### config.mk
export PLATFORM = sky130hd
export DESIGN_NAME = hp1349a_bus_tx
export DESIGN_NICKNAME = d
export VERILOG_FILES = /design/src/rtl/hp1349a_bus_tx.sv
export SDC_FILE = /design/constraint.sdc
export NUM_CORES = 1
export LEC_CHECK = 0
export BUFFER_PORTS_ARGS = -buffer_cell sky130_fd_sc_hd__buf_2
export CORE_MARGIN = 3
export CORE_UTILIZATION = 44
export CTS_CLUSTER_SIZE = 30
export DETAILED_ROUTE_END_ITERATION = 7
export PLACE_DENSITY = 0.66
export SLEW_MARGIN = 20
export SYNTH_ARGS = -nofsm -noshare
export SYNTH_HDL_FRONTEND = slang
export SYNTH_SLANG_ARGS = --single-unit
### constraint.sdc
create_clock -name clk -period 2.7 [get_ports clk]
set_input_delay 0.405 -clock clk [delete_from_list [all_inputs] [get_ports clk]]
set_output_delay 0.405 -clock clk [all_outputs]
set_load 0.02 [all_outputs]
### src/rtl/hp1349a_bus_tx.sv
// HP1349A display bus transmitter: FIFO-buffered words driven out
// over the low-true LDAV/LRFD four-phase handshake.
module hp1349a_bus_tx #(
    parameter int FIFO_DEPTH     = 16,
    parameter int SETUP_CYCLES   = 4,
    parameter int HOLD_CYCLES    = 2,
    parameter int TIMEOUT_CYCLES = 65535
) (
    input  logic                          clk,
    input  logic                          rst_n,
    input  logic [14:0]                   in_data,
    input  logic                          in_valid,
    output logic                          in_ready,
    input  logic                          clear_err,
    output logic                          BUS_LDAV,
    input  logic                          BUS_LRFD,
    output logic [14:0]                   BUS_DATA,
    output logic                          busy,
    output logic                          timeout,
    output logic [7:0]                    drop_cnt,
    output logic [$clog2(FIFO_DEPTH):0]   fifo_level
);

    localparam int AW = $clog2(FIFO_DEPTH);
    localparam int CW = $clog2(SETUP_CYCLES + HOLD_CYCLES + 1);
    localparam int TW = $clog2(TIMEOUT_CYCLES + 1);

    typedef enum logic [2:0] {
        IDLE, SETUP, STROBE, RELEASE, WAIT_RDY
    } state_t;

    state_t          state, state_nx;
    logic            lrfd_q, lrfd_s;
    logic [14:0]     mem [FIFO_DEPTH];
    logic [AW-1:0]   wr_ptr, rd_ptr;
    logic [AW:0]     level_nx;
    logic [CW-1:0]   cnt, cnt_nx;
    logic [TW-1:0]   wcnt, wcnt_nx;
    logic            push, pop, fire, drop;

    assign push = in_valid && in_ready;

    // LRFD idles high (not ready) out of reset until the receiver drives it
    always_ff @(posedge clk or negedge rst_n) begin
        if (!rst_n) {lrfd_s, lrfd_q} <= 2'b11;
        else        {lrfd_s, lrfd_q} <= {lrfd_q, BUS_LRFD};
    end

    always_ff @(posedge clk or negedge rst_n) begin
        if (!rst_n) state <= IDLE;
        else        state <= state_nx;
    end

    always_comb begin
        state_nx = state;
        cnt_nx   = cnt;
        wcnt_nx  = wcnt;
        pop      = 1'b0;
        fire     = 1'b0;
        drop     = 1'b0;
        unique case (state)
            IDLE: begin
                if (fifo_level != '0 && !lrfd_s) begin
                    pop      = 1'b1;
                    cnt_nx   = CW'(SETUP_CYCLES - 1);
                    state_nx = SETUP;
                end
            end
            SETUP: begin
                if (cnt == '0) begin
                    wcnt_nx  = '0;
                    state_nx = STROBE;
                end else begin
                    cnt_nx = cnt - CW'(1);
                end
            end
            STROBE: begin
                if (lrfd_s) begin
                    cnt_nx   = CW'(HOLD_CYCLES - 1);
                    state_nx = RELEASE;
                end else if (wcnt == TW'(TIMEOUT_CYCLES - 1)) begin
                    fire     = 1'b1;
                    drop     = 1'b1;
                    cnt_nx   = CW'(HOLD_CYCLES - 1);
                    state_nx = RELEASE;
                end else begin
                    wcnt_nx = wcnt + TW'(1);
                end
            end
            RELEASE: begin
                if (cnt == '0) begin
                    wcnt_nx  = '0;
                    state_nx = WAIT_RDY;
                end else begin
                    cnt_nx = cnt - CW'(1);
                end
            end
            WAIT_RDY: begin
                if (!lrfd_s) begin
                    state_nx = IDLE;
                end else if (wcnt == TW'(TIMEOUT_CYCLES - 1)) begin
                    fire     = 1'b1;
                    state_nx = IDLE;
                end else begin
                    wcnt_nx = wcnt + TW'(1);
                end
            end
            default: state_nx = IDLE;
        endcase
    end

    always_comb begin
        level_nx = fifo_level;
        unique case ({push, pop})
            2'b10:   level_nx = fifo_level + (AW+1)'(1);
            2'b01:   level_nx = fifo_level - (AW+1)'(1);
            default: level_nx = fifo_level;
        endcase
    end

    always_ff @(posedge clk) begin
        if (push) mem[wr_ptr] <= in_data;
    end

    // All outputs are registered from next-state values so they stay glitch-free
    always_ff @(posedge clk or negedge rst_n) begin
        if (!rst_n) begin
            cnt        <= '0;
            wcnt       <= '0;
            wr_ptr     <= '0;
            rd_ptr     <= '0;
            fifo_level <= '0;
            in_ready   <= 1'b1;
            busy       <= 1'b0;
            BUS_LDAV   <= 1'b1;
            BUS_DATA   <= '0;
            timeout    <= 1'b0;
            drop_cnt   <= '0;
        end else begin
            cnt        <= cnt_nx;
            wcnt       <= wcnt_nx;
            fifo_level <= level_nx;
            in_ready   <= level_nx != (AW+1)'(FIFO_DEPTH);
            busy       <= (state_nx != IDLE) || (level_nx != '0);
            BUS_LDAV   <= state_nx != STROBE;
            if (push) wr_ptr <= wr_ptr + AW'(1);
            if (pop) begin
                rd_ptr   <= rd_ptr + AW'(1);
                BUS_DATA <= mem[rd_ptr];
            end
            if (fire)           timeout <= 1'b1;
            else if (clear_err) timeout <= 1'b0;
            if (drop) begin
                if (clear_err)              drop_cnt <= 8'd1;
                else if (drop_cnt != 8'hff) drop_cnt <= drop_cnt + 8'd1;
            end else if (clear_err) begin
                drop_cnt <= '0;
            end
        end
    end

endmodule

==> results_dict.tcl, run 1 <==
set metrics [dict create \
    vias 6199 \
    rrSetupSlack_ps 140 \
    h-tree-depth 1 \
    met1_usage 0.219 \
    reg2reg_to "busy" \
    drc 0 \
    avgSynthCellArea_sq_um 19.1 \
    wl_microns 24400 \
    synth_seq_cells 304 \
    gr-total-overflow 0 \
    syn_inst 641 \
    post-route-period-util 0.948 \
    layout_min_cycle_time_ps 2560 \
    synth_xor_area_frac 0.0236 \
    fmax_ghz 0.391 \
    p_per_area_mw_per_mm2 1030 \
    placed_area_sq_mm 0.0132 \
    insertion_delay_ps 560 \
    gp_congestion 0.771 \
    root_buffer "clkbuf_16" \
    rsz0062_at_grt "false" \
    utilization 0.528 \
    grt.met2_usage 0.298 \
    finalHoldViolCount 0 \
    first_global_vias 6671 \
    drv_slew 0 \
    worst_slack_ps 140 \
    dieArea_sq_mm 0.0298 \
    tns_ps 0 \
    cap_violations 0 \
    r2r_start "state[1]" \
    fill_cells 2105 \
    layout.nets 769 \
    synth_edf_count 240 \
    ant_nets 0 \
    required_ps 3120 \
    relSlewSlack 0.382 \
    synth-adder-area-share 0.0123 \
    synth_top_family_by_area "multiplexers" \
    status "finished clean" \
    placedCellCount 1073 \
    post-place-ws_ps 22.8 \
    endpoint_kind "register" \
    cts_tree "done" \
    synth_compound_area_frac 0.0163 \
    fp.dieH_microns 173 \
    peakVddDrop_mv 0.476 \
    synth-simple-area-share 0.0584 \
    crit_path_start_kind "register" \
    dpl.hpwl_microns 15000 \
    min_path_type "in -> reg" \
    syn_area_sq_mm 0.0122 \
    p_leak_nw 5.00 \
    routedWlPerCell_microns 21.6 \
    grt_pass1_wl_microns 39200 \
    tightestPinTransition_ps 927 \
    clk_pin_slew_ps 60 \
    numCtsBuffers 30 \
    area_growth_pct 16.9 \
    setup_violations 0 \
    synth_top_area_cell "edfxtp_1" \
    worstPathMaxFanout 3 \
    detailedRoute.firstIterationViolations 455 \
    met3_usage 0.0274 \
    antenna_found_initial 1 \
    holdWs_ps 156 \
    grt_max_degree 47 \
    arrival_ps 2980 \
    fin_cells 1133 \
    yosys_warnings 0 \
    rows 60 \
    critical_path_class "reg -> reg" \
    synth.area.mux_share 0.156 \
    seq_area_frac_synth 0.721 \
    post_drt_via_cell_ratio 5.47 \
    hold_path.startpoint "clear_err" \
    cts_sinks 304 \
    synth-async-reset-ratio 0.211 \
    gr-usage-all-layers 0.168 \
    ys_types 47 \
    clk_path_buf_depth 3 \
    syn_nets 673 \
    hold_depth 2 \
    num_antenna_cells 0 \
    drive_gt1_frac 0.313 \
    fin_area_sq_mm 0.0143 \
    synth-main-ff-cell "edfxtp_1" \
    core-area_sq_mm 0.0271 \
    port_buffers 51 \
    dr.pass1.iters 4 \
    ios 52 \
    hold_path_end "drop_cnt[2]" \
    yosys-top-cells-area "edfxtp_1 59%, mux4_2 14%, dfrtp_1 12%" \
    worstRegToRegCells 10 \
    fin_skew_ps 19.8 \
    dieWidth_microns 173 \
    start_util 0.451 \
    yosys.area.top_type_share 0.589 \
    power_mw 14.7 \
    busiest_layer "met2" \
]
==> metal layers <==
metal | wire length, microns | vias to the layer above
li1 | - | 2738
met1 | 9850 | 3277
met2 | 13000 | 148
met3 | 1100 | 34
met4 | 437 | 2
met5 | 13 | -
==> cells in the final DEF, fill, tap and decap left out, types with 5 or more instances in the layout <==
master / Yosys / routed
edfxtp_1: 240 / 240
mux4_2: 75 / 75
dfrtp_1: 60 / 58
buf_2: 12 / 51
nor2_1: 37 / 37
buf_4: 0 / 32
clkbuf_16: 0 / 30
xor2_1: 22 / 22
mux2_2: 18 / 18
and2_1: 15 / 15
nand3_1: 14 / 14
nand2_1: 13 / 13
nand4_1: 12 / 12
a21oi_1: 13 / 11
xnor2_1: 11 / 11
ha_1: 12 / 11
clkbuf_1: 13 / 11
inv_1: 10 / 10
and3_1: 7 / 7
bufinv_16: 0 / 7
buf_12: 0 / 6
nor3_1: 5 / 5
o21ai_0: 5 / 5
==> worst max path at each step <==
stage	startpoint	to	slack (ps)	cells after the start
finish	state[1]	busy	140	10
floorplan	state[2]	busy	30	11
global route	state[1]	busy	20	10
global placement	lrfd_s	busy	190	10
detailed placement	lrfd_s	busy	20	10
CTS	lrfd_s	busy	2	10
==> cell usage after synthesis (2+ instances only) <==
cell / count
a21o_1: 2
a21oi_1: 13
and2_1: 15
and3_1: 7
and4_1: 3
buf_1: 2
buf_2: 12
clkbuf_1: 13
dfrtp_1: 60
dfstp_2: 4
edfxtp_1: 240
ha_1: 12
inv_1: 10
mux2_2: 18
mux2i_1: 2
mux4_2: 75
nand2_1: 13
nand2b_1: 3
nand3_1: 14
nand3b_1: 2
nand4_1: 12
nor2_1: 37
nor2b_1: 4
nor3_1: 5
nor3b_1: 3
nor4_1: 2
o21ai_0: 5
o31ai_1: 2
or3_1: 2
xnor2_1: 11
xor2_1: 22
==> kinds of logic after synthesis <==
logic type | count (synthesis)
AO/OA/AOI/OAI | 29
adder cells (fa/ha/maj) | 12
AND/OR/NAND/NOR | 131
flip-flops | 304
buffers and inverters | 37
XOR/XNOR | 33
multiplexers | 95
==> area by class of cell <==
type,count,area [sq um],area share
sequential,304,8820,0.617
multi-input combinational,300,3270,0.229
clock buffer,41,792,0.0554
timing repair buffer,91,636,0.0445
tap,372,465,0.0326
clock inverter,15,273,0.0191
inverter,10,37.5,0.00263
==> critical path, cell delays in order (launching register included) <==
cell and delay (ps):
dfrtp_1 380, or4_4 570, a221oi_4 230, xor2_1 190, ha_2 220, a21oi_2 60
xnor2_1 230, xnor2_1 160, a32oi_1 130, nor2_1 160, nand4bb_1 110
==> sequential cells by signal, indices dropped and copies added (netlist names), 3 cells and up <==
name	count
mem	240
wcnt	16
BUS_DATA	15
drop_cnt	8
fifo_level	5
rd_ptr	4
wr_ptr	4
cnt	3
state	3
==> where the power goes <==
group	internal, mW	leakage [nW]	switching [mW]	total [mW]
logic	2.08	1.53	2.07	4.15
clock network	2.73	0.507	1.69	4.42
registers	5.74	2.97	0.402	6.14
total	10.6	5.00	4.16	14.7
==> what timing repair did <==
action	CTS	global route
gates resized for setup	0	2
setup buffers	0	2
hold buffers	2	0
hold endpoints to repair	19	0
endpoints found under the setup margin	0	2
Note: power is estimated with default switching activity, not from simulation.
==> inputs of run 2 (changes only) <==
--- a/config.mk
+++ b/config.mk
@@ -6,6 +6,7 @@
 export NUM_CORES = 1
 export LEC_CHECK = 0
 export BUFFER_PORTS_ARGS = -buffer_cell sky130_fd_sc_hd__buf_2
+export CORE_ASPECT_RATIO = 1.2
 export CORE_MARGIN = 3
 export CORE_UTILIZATION = 44
 export CTS_CLUSTER_SIZE = 30
==> results_dict.tcl, run 2 (synthesis gave the netlist of run 1 again) <==
set metrics [dict create \
    setup_violations 0 \
    post-route-period-util 0.939 \
    wl_microns 25300 \
    busiest_layer "met2" \
    vias 6227 \
    arrival_ps 2950 \
    grt_pass1_wl_microns 38600 \
    p_leak_nw 4.97 \
    dieWidth_microns 158 \
    port_buffers 51 \
    finalHoldViolCount 0 \
    reg.largest.list "mem (240), wcnt (16), BUS_DATA (15)" \
    clk_path_buf_depth 3 \
    dr.pass1.iters 5 \
    endpoint_kind "register" \
    fmax_ghz 0.394 \
    p_per_area_mw_per_mm2 1010 \
    dpl.hpwl_microns 14900 \
    placed_area_sq_mm 0.0132 \
    post-cts-setup-buffers 0 \
    start_util 0.449 \
    relSlewSlack 0.368 \
    first_global_vias 6437 \
    drive_gt1_frac 0.318 \
    top_register "mem" \
    layout.nets 769 \
    ant_nets 0 \
    ios 52 \
    required_ps 3110 \
    min_path_type "in -> reg" \
    root_buffer "clkbuf_16" \
    area_growth_pct 15.8 \
    clk_pin_slew_ps 60 \
    rows 66 \
    gr-total-overflow 0 \
    fin_skew_ps 14.7 \
    core-area_sq_mm 0.0273 \
    detailedRoute.firstIterationViolations 532 \
    grt.met2_usage 0.296 \
    antenna_found_initial 1 \
    met1_usage 0.233 \
    fp.dieH_microns 189 \
    mostFrequentLayoutCell "edfxtp_1" \
    gr-usage-all-layers 0.172 \
    peakVddDrop_mv 0.506 \
    numCtsBuffers 30 \
    drv_slew 0 \
    worstPathMaxFanout 3 \
    met3_usage 0.0239 \
    h-tree-depth 1 \
    cts_sinks 304 \
    gp_congestion 0.840 \
    crit_path_start_kind "register" \
    largest_reg_flops 240 \
    cap_violations 0 \
    final_cell_mix "240 x edfxtp_1, 75 x mux4_2, 58 x dfrtp_1, 51 x buf_2, 37 x nor2_1" \
    cts_tree "done" \
    power_mw 14.4 \
    dieArea_sq_mm 0.0298 \
    critical_path_class "reg -> reg" \
    grt_max_degree 44 \
    layout_min_cycle_time_ps 2540 \
    status "finished clean" \
    tightestPinTransition_ps 948 \
    routedWlPerCell_microns 23.0 \
    fin_area_sq_mm 0.0142 \
    drc 0 \
    post_drt_via_cell_ratio 5.65 \
    insertion_delay_ps 550 \
]
==> run 2: worst max-delay path: stages, from the launching register on <==
cell and delay, ps:
dfstp_2 370, or4_4 550, a221oi_4 250, xor2_1 130
ha_1 220, a21oi_2 200, xnor2_1 160, xnor2_1 140
a32oi_1 120, nor2_1 160, nand4bb_1 110
==> run 2: layout make-up <==
class | instances | area, sq um
fill | 2165 | 13100
sequential | 304 | 8820
multi-input combinational | 300 | 3270
clock buffer | 38 | 822
timing repair buffer | 91 | 636
tap | 340 | 425
clock inverter | 18 | 149
inverter | 10 | 37.5
antenna | 1 | 2.50
==> run 2: repair_timing <==
action | CTS | global route
hold buffers | 2 | 0
gates resized for setup | 0 | 1
setup endpoints to repair | 0 | 2
endpoints found under the hold margin | 17 | 0
==> run 2: power by group <==
group / leakage (nW) / total [mW] / internal, mW / switching, mW
combinational: 1.53 / 4.14 / 2.09 / 2.05
clock: 0.477 / 4.05 / 2.35 / 1.70
sequential: 2.97 / 6.18 / 5.74 / 0.437
total: 4.97 / 14.4 / 10.2 / 4.19
==> run 2: layer usage <==
layer	part of all wire	vias up
met5	0.00028	-
met4	0.022	2
li1	-	2740
met3	0.044	42
met1	0.41	3276
met2	0.53	167
==> run 2: worst paths after layout <==
kind	depth (start not counted)	slack, ps	to	from
min in group asynchronous	2	340	wcnt[5]	rst_n
setup reg to reg	10	160	busy	lrfd_s
hold / removal	2	160	drop_cnt[1]	clear_err
setup / recovery	10	160	busy	lrfd_s
hold reg to reg	0	360	lrfd_s	lrfd_q
max in group asynchronous	3	1640	BUS_DATA[1]	rst_n
==> run 2: metrics by stage <==
| step | setup slack, ps | utilization | hold slack (ps) | setup TNS [ps] | cells |
|---|---|---|---|---|---|
| after CTS | 108 | 0.519 | 135 | 0 | 1101 |
| final | 164 | 0.520 | 160 | 0 | 1102 |
| after detailed placement | 134 | 0.483 | 349 | 0 | 1043 |
| after global routing | -19.5 | 0.520 | 158 | -19.5 | 1101 |
| after floorplan | 31.2 | - | 109 | 0 | 641 |
| after global placement | 225 | 0.483 | 358 | 0 | 1043 |
